<file path="src/rtl/frame_write_scheduler_if.sv">
// AXI4 write-address, write-data handshake and write-response signals
// between the frame write scheduler (master) and the interconnect (slave).
interface frame_write_scheduler_if;
  logic [31:0] awaddr;
  logic [7:0]  awlen;
  logic [2:0]  awsize;
  logic [1:0]  awburst;
  logic        awvalid;
  logic        awready;
  logic        wready;
  logic        wlast;
  logic        bvalid;
  logic [1:0]  bresp;
  logic        bready;

  modport master (
    output awaddr, awlen, awsize, awburst, awvalid, wlast, bready,
    input  awready, wready, bvalid, bresp
  );

  modport slave (
    input  awaddr, awlen, awsize, awburst, awvalid, wlast, bready,
    output awready, wready, bvalid, bresp
  );
endinterface

</file>
<file path="src/rtl/frame_write_scheduler.sv">
// Splits one frame of TOTAL_NUM 32-bit beats into INCR bursts of up to BURST_LEN
// beats, one burst outstanding at a time, gating the data mover's ready per burst.
module frame_write_scheduler #(
  parameter int TOTAL_NUM = 1536,
  parameter int BURST_LEN = 16
) (
  input  logic        axi_ACLK,
  input  logic        axi_ARESET,
  input  logic        frame_start,
  input  logic [31:0] frame_base,
  output logic        busy,
  output logic        frame_done,
  output logic        frame_err,
  output logic        mover_start,
  output logic        mover_ready,
  input  logic        mover_beat,
  frame_write_scheduler_if.master m_axi
);

  localparam int          ALIGN_BITS = $clog2(BURST_LEN * 4);
  localparam logic [31:0] ALIGN_MASK = ~((32'd1 << ALIGN_BITS) - 32'd1);
  localparam logic [15:0] TOTAL16    = 16'(TOTAL_NUM);
  localparam logic [15:0] BURST16    = 16'(BURST_LEN);

  typedef enum logic [2:0] {S_IDLE, S_AW, S_DATA, S_RESP, S_DONE} state_t;

  state_t      state;
  logic [31:0] addr;
  logic [15:0] remaining;
  logic [8:0]  cur_len;
  logic [8:0]  beat_cnt;

  logic [15:0] remaining_after;
  logic [31:0] addr_after;
  logic        beat_ok;
  logic        last_beat;

  function automatic logic [8:0] min_len(input logic [15:0] rem);
    return (rem >= BURST16) ? 9'(BURST_LEN) : rem[8:0];
  endfunction

  function automatic logic [7:0] len_field(input logic [15:0] rem);
    logic [8:0] len;
    len = min_len(rem) - 9'd1;
    return len[7:0];
  endfunction

  assign m_axi.awsize    = 3'b010;
  assign m_axi.awburst   = 2'b01;

  // Beats only flow inside an issued burst; the mover sees wready only in DATA.
  assign mover_ready     = (state == S_DATA) && m_axi.wready;
  assign last_beat       = (beat_cnt == cur_len - 9'd1);
  assign m_axi.wlast     = (state == S_DATA) && last_beat;
  assign beat_ok         = (state == S_DATA) && mover_beat && m_axi.wready;
  assign remaining_after = remaining - {7'd0, cur_len};
  assign addr_after      = addr + {21'd0, cur_len, 2'b00};

  always_ff @(posedge axi_ACLK) begin
    if (axi_ARESET) begin
      state         <= S_IDLE;
      addr          <= '0;
      remaining     <= '0;
      cur_len       <= '0;
      beat_cnt      <= '0;
      busy          <= 1'b0;
      frame_done    <= 1'b0;
      frame_err     <= 1'b0;
      mover_start   <= 1'b0;
      m_axi.awvalid <= 1'b0;
      m_axi.awaddr  <= '0;
      m_axi.awlen   <= '0;
      m_axi.bready  <= 1'b0;
    end else begin
      case (state)
        S_IDLE: begin
          if (frame_start) begin
            addr          <= frame_base & ALIGN_MASK;
            remaining     <= TOTAL16;
            cur_len       <= min_len(TOTAL16);
            frame_err     <= 1'b0;
            busy          <= 1'b1;
            mover_start   <= 1'b1;
            m_axi.awvalid <= 1'b1;
            m_axi.awaddr  <= frame_base & ALIGN_MASK;
            m_axi.awlen   <= len_field(TOTAL16);
            state         <= S_AW;
          end
        end
        S_AW: begin
          if (m_axi.awready) begin
            m_axi.awvalid <= 1'b0;
            beat_cnt      <= '0;
            state         <= S_DATA;
          end
        end
        S_DATA: begin
          if (beat_ok) begin
            beat_cnt <= beat_cnt + 9'd1;
            if (last_beat) begin
              m_axi.bready <= 1'b1;
              state        <= S_RESP;
            end
          end
        end
        S_RESP: begin
          if (m_axi.bvalid) begin
            m_axi.bready <= 1'b0;
            remaining    <= remaining_after;
            addr         <= addr_after;
            if (m_axi.bresp[1]) begin
              frame_err <= 1'b1;
            end
            if (remaining_after == 16'd0) begin
              frame_done <= 1'b1;
              state      <= S_DONE;
            end else begin
              // Next burst is computed from the post-response counters.
              cur_len       <= min_len(remaining_after);
              m_axi.awvalid <= 1'b1;
              m_axi.awaddr  <= addr_after;
              m_axi.awlen   <= len_field(remaining_after);
              state         <= S_AW;
            end
          end
        end
        S_DONE: begin
          frame_done  <= 1'b0;
          busy        <= 1'b0;
          mover_start <= 1'b0;
          state       <= S_IDLE;
        end
        default: state <= S_IDLE;
      endcase
    end
  end

endmodule
</file>
<file path="src/flat_wrapper.sv">
// flat-port wrapper written by rule: the top's interface ports become plain ports
module frame_write_scheduler_flat 
#(
  parameter int TOTAL_NUM = 1536,
  parameter int BURST_LEN = 16
)
  (axi_ACLK, axi_ARESET, frame_start, frame_base, busy, frame_done, frame_err, mover_start, mover_ready, mover_beat, m_axi_awaddr, m_axi_awlen, m_axi_awsize, m_axi_awburst, m_axi_awvalid, m_axi_wlast, m_axi_bready, m_axi_awready, m_axi_wready, m_axi_bvalid, m_axi_bresp);
  frame_write_scheduler_if m_axi_i ();
  input  logic axi_ACLK;
  input  logic axi_ARESET;
  input  logic frame_start;
  input  logic [31:0] frame_base;
  output logic busy;
  output logic frame_done;
  output logic frame_err;
  output logic mover_start;
  output logic mover_ready;
  input  logic mover_beat;
  output wire logic [$bits(m_axi_i.awaddr)-1:0] m_axi_awaddr;
  output wire logic [$bits(m_axi_i.awlen)-1:0] m_axi_awlen;
  output wire logic [$bits(m_axi_i.awsize)-1:0] m_axi_awsize;
  output wire logic [$bits(m_axi_i.awburst)-1:0] m_axi_awburst;
  output wire logic [$bits(m_axi_i.awvalid)-1:0] m_axi_awvalid;
  output wire logic [$bits(m_axi_i.wlast)-1:0] m_axi_wlast;
  output wire logic [$bits(m_axi_i.bready)-1:0] m_axi_bready;
  input wire logic [$bits(m_axi_i.awready)-1:0] m_axi_awready;
  input wire logic [$bits(m_axi_i.wready)-1:0] m_axi_wready;
  input wire logic [$bits(m_axi_i.bvalid)-1:0] m_axi_bvalid;
  input wire logic [$bits(m_axi_i.bresp)-1:0] m_axi_bresp;
  assign m_axi_awaddr = m_axi_i.awaddr;
  assign m_axi_awlen = m_axi_i.awlen;
  assign m_axi_awsize = m_axi_i.awsize;
  assign m_axi_awburst = m_axi_i.awburst;
  assign m_axi_awvalid = m_axi_i.awvalid;
  assign m_axi_wlast = m_axi_i.wlast;
  assign m_axi_bready = m_axi_i.bready;
  assign m_axi_i.awready = m_axi_awready;
  assign m_axi_i.wready = m_axi_wready;
  assign m_axi_i.bvalid = m_axi_bvalid;
  assign m_axi_i.bresp = m_axi_bresp;
  frame_write_scheduler #(.TOTAL_NUM(TOTAL_NUM), .BURST_LEN(BURST_LEN)) u_core (.axi_ACLK(axi_ACLK), .axi_ARESET(axi_ARESET), .frame_start(frame_start), .frame_base(frame_base), .busy(busy), .frame_done(frame_done), .frame_err(frame_err), .mover_start(mover_start), .mover_ready(mover_ready), .mover_beat(mover_beat), .m_axi(m_axi_i));
endmodule
</file>
<file path="config.mk">
export PLATFORM = sky130hd
export DESIGN_NAME = frame_write_scheduler_flat
export DESIGN_NICKNAME = d
export VERILOG_FILES = /design/src/rtl/frame_write_scheduler_if.sv /design/src/rtl/frame_write_scheduler.sv /design/src/flat_wrapper.sv
export SDC_FILE = /design/constraint.sdc
export NUM_CORES = 1
export LEC_CHECK = 0
export BUFFER_PORTS_ARGS = -buffer_cell sky130_fd_sc_hd__buf_2
export CORE_MARGIN = 4
export CORE_UTILIZATION = 61
export DETAILED_ROUTE_END_ITERATION = 7
export MAX_ROUTING_LAYER = met4
export PLACE_DENSITY = 0.93
export SLEW_MARGIN = 10
export SYNTH_ARGS = -nofsm -noshare
export SYNTH_HDL_FRONTEND = slang
export SYNTH_SLANG_ARGS = --single-unit
</file>
<file path="constraint.sdc">
create_clock -name axi_ACLK -period 5.9 [get_ports axi_ACLK]
set_clock_uncertainty 0.1 [all_clocks]
set_input_delay 1.18 -clock axi_ACLK [delete_from_list [all_inputs] [get_ports axi_ACLK]]
set_output_delay 1.18 -clock axi_ACLK [all_outputs]
set_load 0.02 [all_outputs]
</file>
==> results.py <==
metrics = {
    "status": {
        "status": "completed",
    },
    "worst_setup_path": {
        "reg2reg_to": "u_core.m_axi.awaddr[16]",
        "worst-path-max-fanout": 7,
        "cp.arrival_ns": 2.97,
        "critPathKind": "reg -> out",
        "critPathTopFamily": "simple AND/OR/NAND/NOR gates",
        "r2r_cells": 11,
        "end_kind": "primary output",
        "cp_slowest_cell": "nor3b_1",
        "cp_num_cells": 8,
        "worstReg2RegStart": "u_core.cur_len[0]",
        "crit_start": "u_core.cur_len[1]",
        "required_ns": 4.62,
        "max_stage_delay_ns": 0.53,
        "cp-start-kind": "flip-flop",
        "path_cells": "inv_1 > ha_1 > nor3b_1 > xnor2_1 > nor4_1 > o2111ai_1 > nor4_2 > buf_2",
        "reg2reg_slack_ns": 1.87,
        "crit_end": "m_axi_wlast",
        "path_buf_inv": 2,
    },
    "detailed_routing": {
        "routed_wl_um": 18400,
        "drt_iter0_markers": 831,
        "highest_layer": "met4",
        "wire_per_inst_um": 17.8,
        "drt_first_pass_iters": 6,
        "wl_met3_um": 1710,
        "drc": 0,
        "num_vias": 6569,
        "drtAntennaViolNets": 0,
        "vias_per_cell": 6.35,
        "dr_wl_met2_um": 8650,
        "drt-met1-wl_um": 7540,
    },
    "layout": {
        "antenna_cells": 0,
        "fin_nets": 949,
        "stdcell_area_um2": 7680,
        "nFillCells": 718,
        "final_core_util": 0.734,
        "instances_no_fill": 1034,
        "drive_gt1_frac": 0.169,
        "syn_to_final_growth_pct": 15.5,
    },
    "cts": {
        "ctsResizeCount": 0,
        "hold_buffers": 0,
        "htreeDepth": 4,
        "clkLatencyLatePin_ns": 0.52,
        "cts_post_setup_buffers_inserted": 0,
        "cts_tree": "done",
        "cts_buffer_depth": 2,
        "clockRootBuffer": "clkbuf_8",
        "clock_sinks": 114,
        "cts_made_buffers": 17,
        "clk_pin_slew_ns": 0.06,
    },
    "logic_synthesis": {
        "synth-async-reset-ratio": 0,
        "avgSynthCellArea_um2": 8.08,
        "ys.flop_type": "dfxtp_1",
        "synth_seq_cells": 114,
        "yosys.cell_types.count": 75,
        "synthCells": 823,
        "yosysSeqAreaShare": 0.343,
        "synth_area_um2": 6650,
        "synth_edf_count": 0,
        "yosysWarnings": 0,
    },
    "floorplan": {
        "core_um2": 10500,
        "die_y_um": 112,
        "ios": 94,
        "start_util": 0.635,
        "fp-row-count": 37,
        "fp.dieArea_um2": 12600,
        "die_w_um": 112,
    },
    "place": {
        "port_buffers": 81,
        "dpl.hpwl_um": 11900,
        "dp.cells": 1002,
        "gp_congestion": 0.948,
        "placed_area_um2": 7100,
    },
    "timing": {
        "max_freq_mhz": 235,
        "maxSlewHeadroom": 0.338,
        "period_needed_ns": 4.25,
        "tns_ns": 0,
        "finalHoldViolCount": 0,
        "worst_pin_slew_ns": 0.990,
        "fin_crit_sh": 0.720,
        "setup_viol": 0,
        "drv_slew": 0,
        "rsz0062_at_grt": "false",
    },
    "global_routing": {
        "overflow": 0,
        "antenna_found_initial": 0,
        "grt_pass1_wl_um": 30400,
        "grt_pass1_vias": 6298,
        "grt_max_degree": 90,
        "grt_usage": 0.298,
    },
    "power_and_ir_drop": {
        "p_total_mw": 2.90,
        "powerDensity_nw_per_um2": 377,
        "power_leakage_nw": 3.19,
        "peakVddDrop_mv": 0.209,
    },
    "job": {
        "max_cap_viol_count": 0,
    },
    "min_path": {
        "hold_path_class": "reg -> reg",
    },
}
==> cell usage in the layout, fill, tap and decap left out, types with 8 or more instances in the layout <==
| master | synthesis | layout |
|---|---|---|
| dfxtp_1 | 114 | 114 |
| nor3b_1 | 8 | 8 |
| nor3_1 | 15 | 14 |
| mux2i_1 | 22 | 22 |
| a211o_1 | 11 | 11 |
| a21oi_1 | 64 | 63 |
| nor2b_1 | 19 | 19 |
| a211oi_1 | 12 | 12 |
| buf_2 | 3 | 81 |
| nand2_1 | 102 | 102 |
| and2_1 | 8 | 8 |
| nand3_1 | 19 | 19 |
| inv_1 | 31 | 31 |
| nor2_1 | 85 | 83 |
| ha_1 | 21 | 21 |
| xor2_1 | 16 | 16 |
| o31ai_1 | 8 | 8 |
| buf_4 | 11 | 11 |
| a22oi_1 | 12 | 12 |
| clkbuf_16 | 0 | 16 |
| xnor2_1 | 34 | 34 |
| a31oi_1 | 8 | 8 |
| o21ai_0 | 34 | 33 |
==> where the power goes <==
part | total, mW | internal (mW) | leakage, nW | switching (mW)
logic | 0.910 | 0.325 | 1.98 | 0.585
clock network | 1.01 | 0.634 | 0.279 | 0.380
registers | 0.973 | 0.876 | 0.930 | 0.0973
total | 2.90 | 1.84 | 3.19 | 1.06
==> synth_stat cells, types with 11 or more instances <==
cell	instances	area share
o21ai_0	34	0.026
xnor2_1	34	0.045
a22oi_1	12	0.014
a211o_1	11	0.014
nand3_1	19	0.014
buf_4	11	0.012
a21oi_1	64	0.048
nor2_1	85	0.048
clkbuf_1	34	0.019
mux2i_1	22	0.033
nor3_1	15	0.011
nand2_1	102	0.058
ha_1	21	0.040
inv_1	31	0.018
nor2b_1	19	0.018
a211oi_1	12	0.014
dfxtp_1	114	0.34
xor2_1	16	0.021
==> worst min-delay path by stage <==
stage	slack [ns]	to	depth (start not counted)	start
floorplan	0.34	u_core.addr[4]	2	u_core.addr[4]
global placement	0.34	u_core.m_axi.awlen[5]	1	u_core.m_axi.awlen[5]
detailed placement	0.34	u_core.m_axi.awlen[7]	1	u_core.m_axi.awlen[7]
CTS	0.36	u_core.m_axi.awlen[7]	1	u_core.m_axi.awlen[7]
global route	0.38	u_core.m_axi.awaddr[14]	2	u_core.m_axi.awaddr[14]
finish	0.35	u_core.m_axi.awaddr[29]	2	u_core.m_axi.awaddr[29]
==> stage by stage <==
step / hold WS, ns / setup slack, ns
floorplan: 0.336 / 2.57
global placement: 0.338 / 2.04
detailed placement: 0.342 / 1.94
CTS: 0.359 / 1.69
global route: 0.381 / 1.42
finish: 0.355 / 1.65
==> flip-flops by register name, summed over array words and instances (netlist names) <==
name	cells
u_core.addr	32
u_core.beat_cnt	9
u_core.busy	1
u_core.cur_len	9
u_core.frame_done	1
u_core.frame_err	1
u_core.m_axi.awaddr	32
u_core.m_axi.awlen	8
u_core.m_axi.awvalid	1
u_core.m_axi.bready	1
u_core.remaining	16
u_core.state	3
==> tightest hold or removal path, cell delays in order (launching register included) <==
cell	delay, ns
dfxtp_1	0.30
nand2_1	0.05
mux2i_1	0.05
==> layer usage <==
| metal | GRT usage | up-vias |
|---|---|---|
| li1 | - | 3053 |
| met1 | 0.370 | 3034 |
| met2 | 0.466 | 422 |
| met3 | 0.0733 | 60 |
| met4 | 0.119 | 0 |
| met5 | - | - |
==> kinds of logic after synthesis <==
group                    synth area share
AND/OR/NAND/NOR                     0.226
AO/OA/AOI/OAI                       0.216
flip-flops                          0.343
buffers and inverters              0.0553
XOR/XNOR                           0.0659
multiplexers                       0.0467
adder cells (fa/ha/maj)            0.0455
other                             0.00113
==> final cells by class <==
class | instances | area, um^2 | area share
Inverter | 32 | 120 | 0.0156
Multi-Input combinational cell | 628 | 4040 | 0.525
Tap cell | 136 | 170 | 0.0221
Sequential cell | 114 | 2280 | 0.297
Timing Repair Buffer | 92 | 488 | 0.0635
Clock buffer | 20 | 455 | 0.0593
Clock inverter | 12 | 131 | 0.0171
Power figures use the tool's default switching activity.
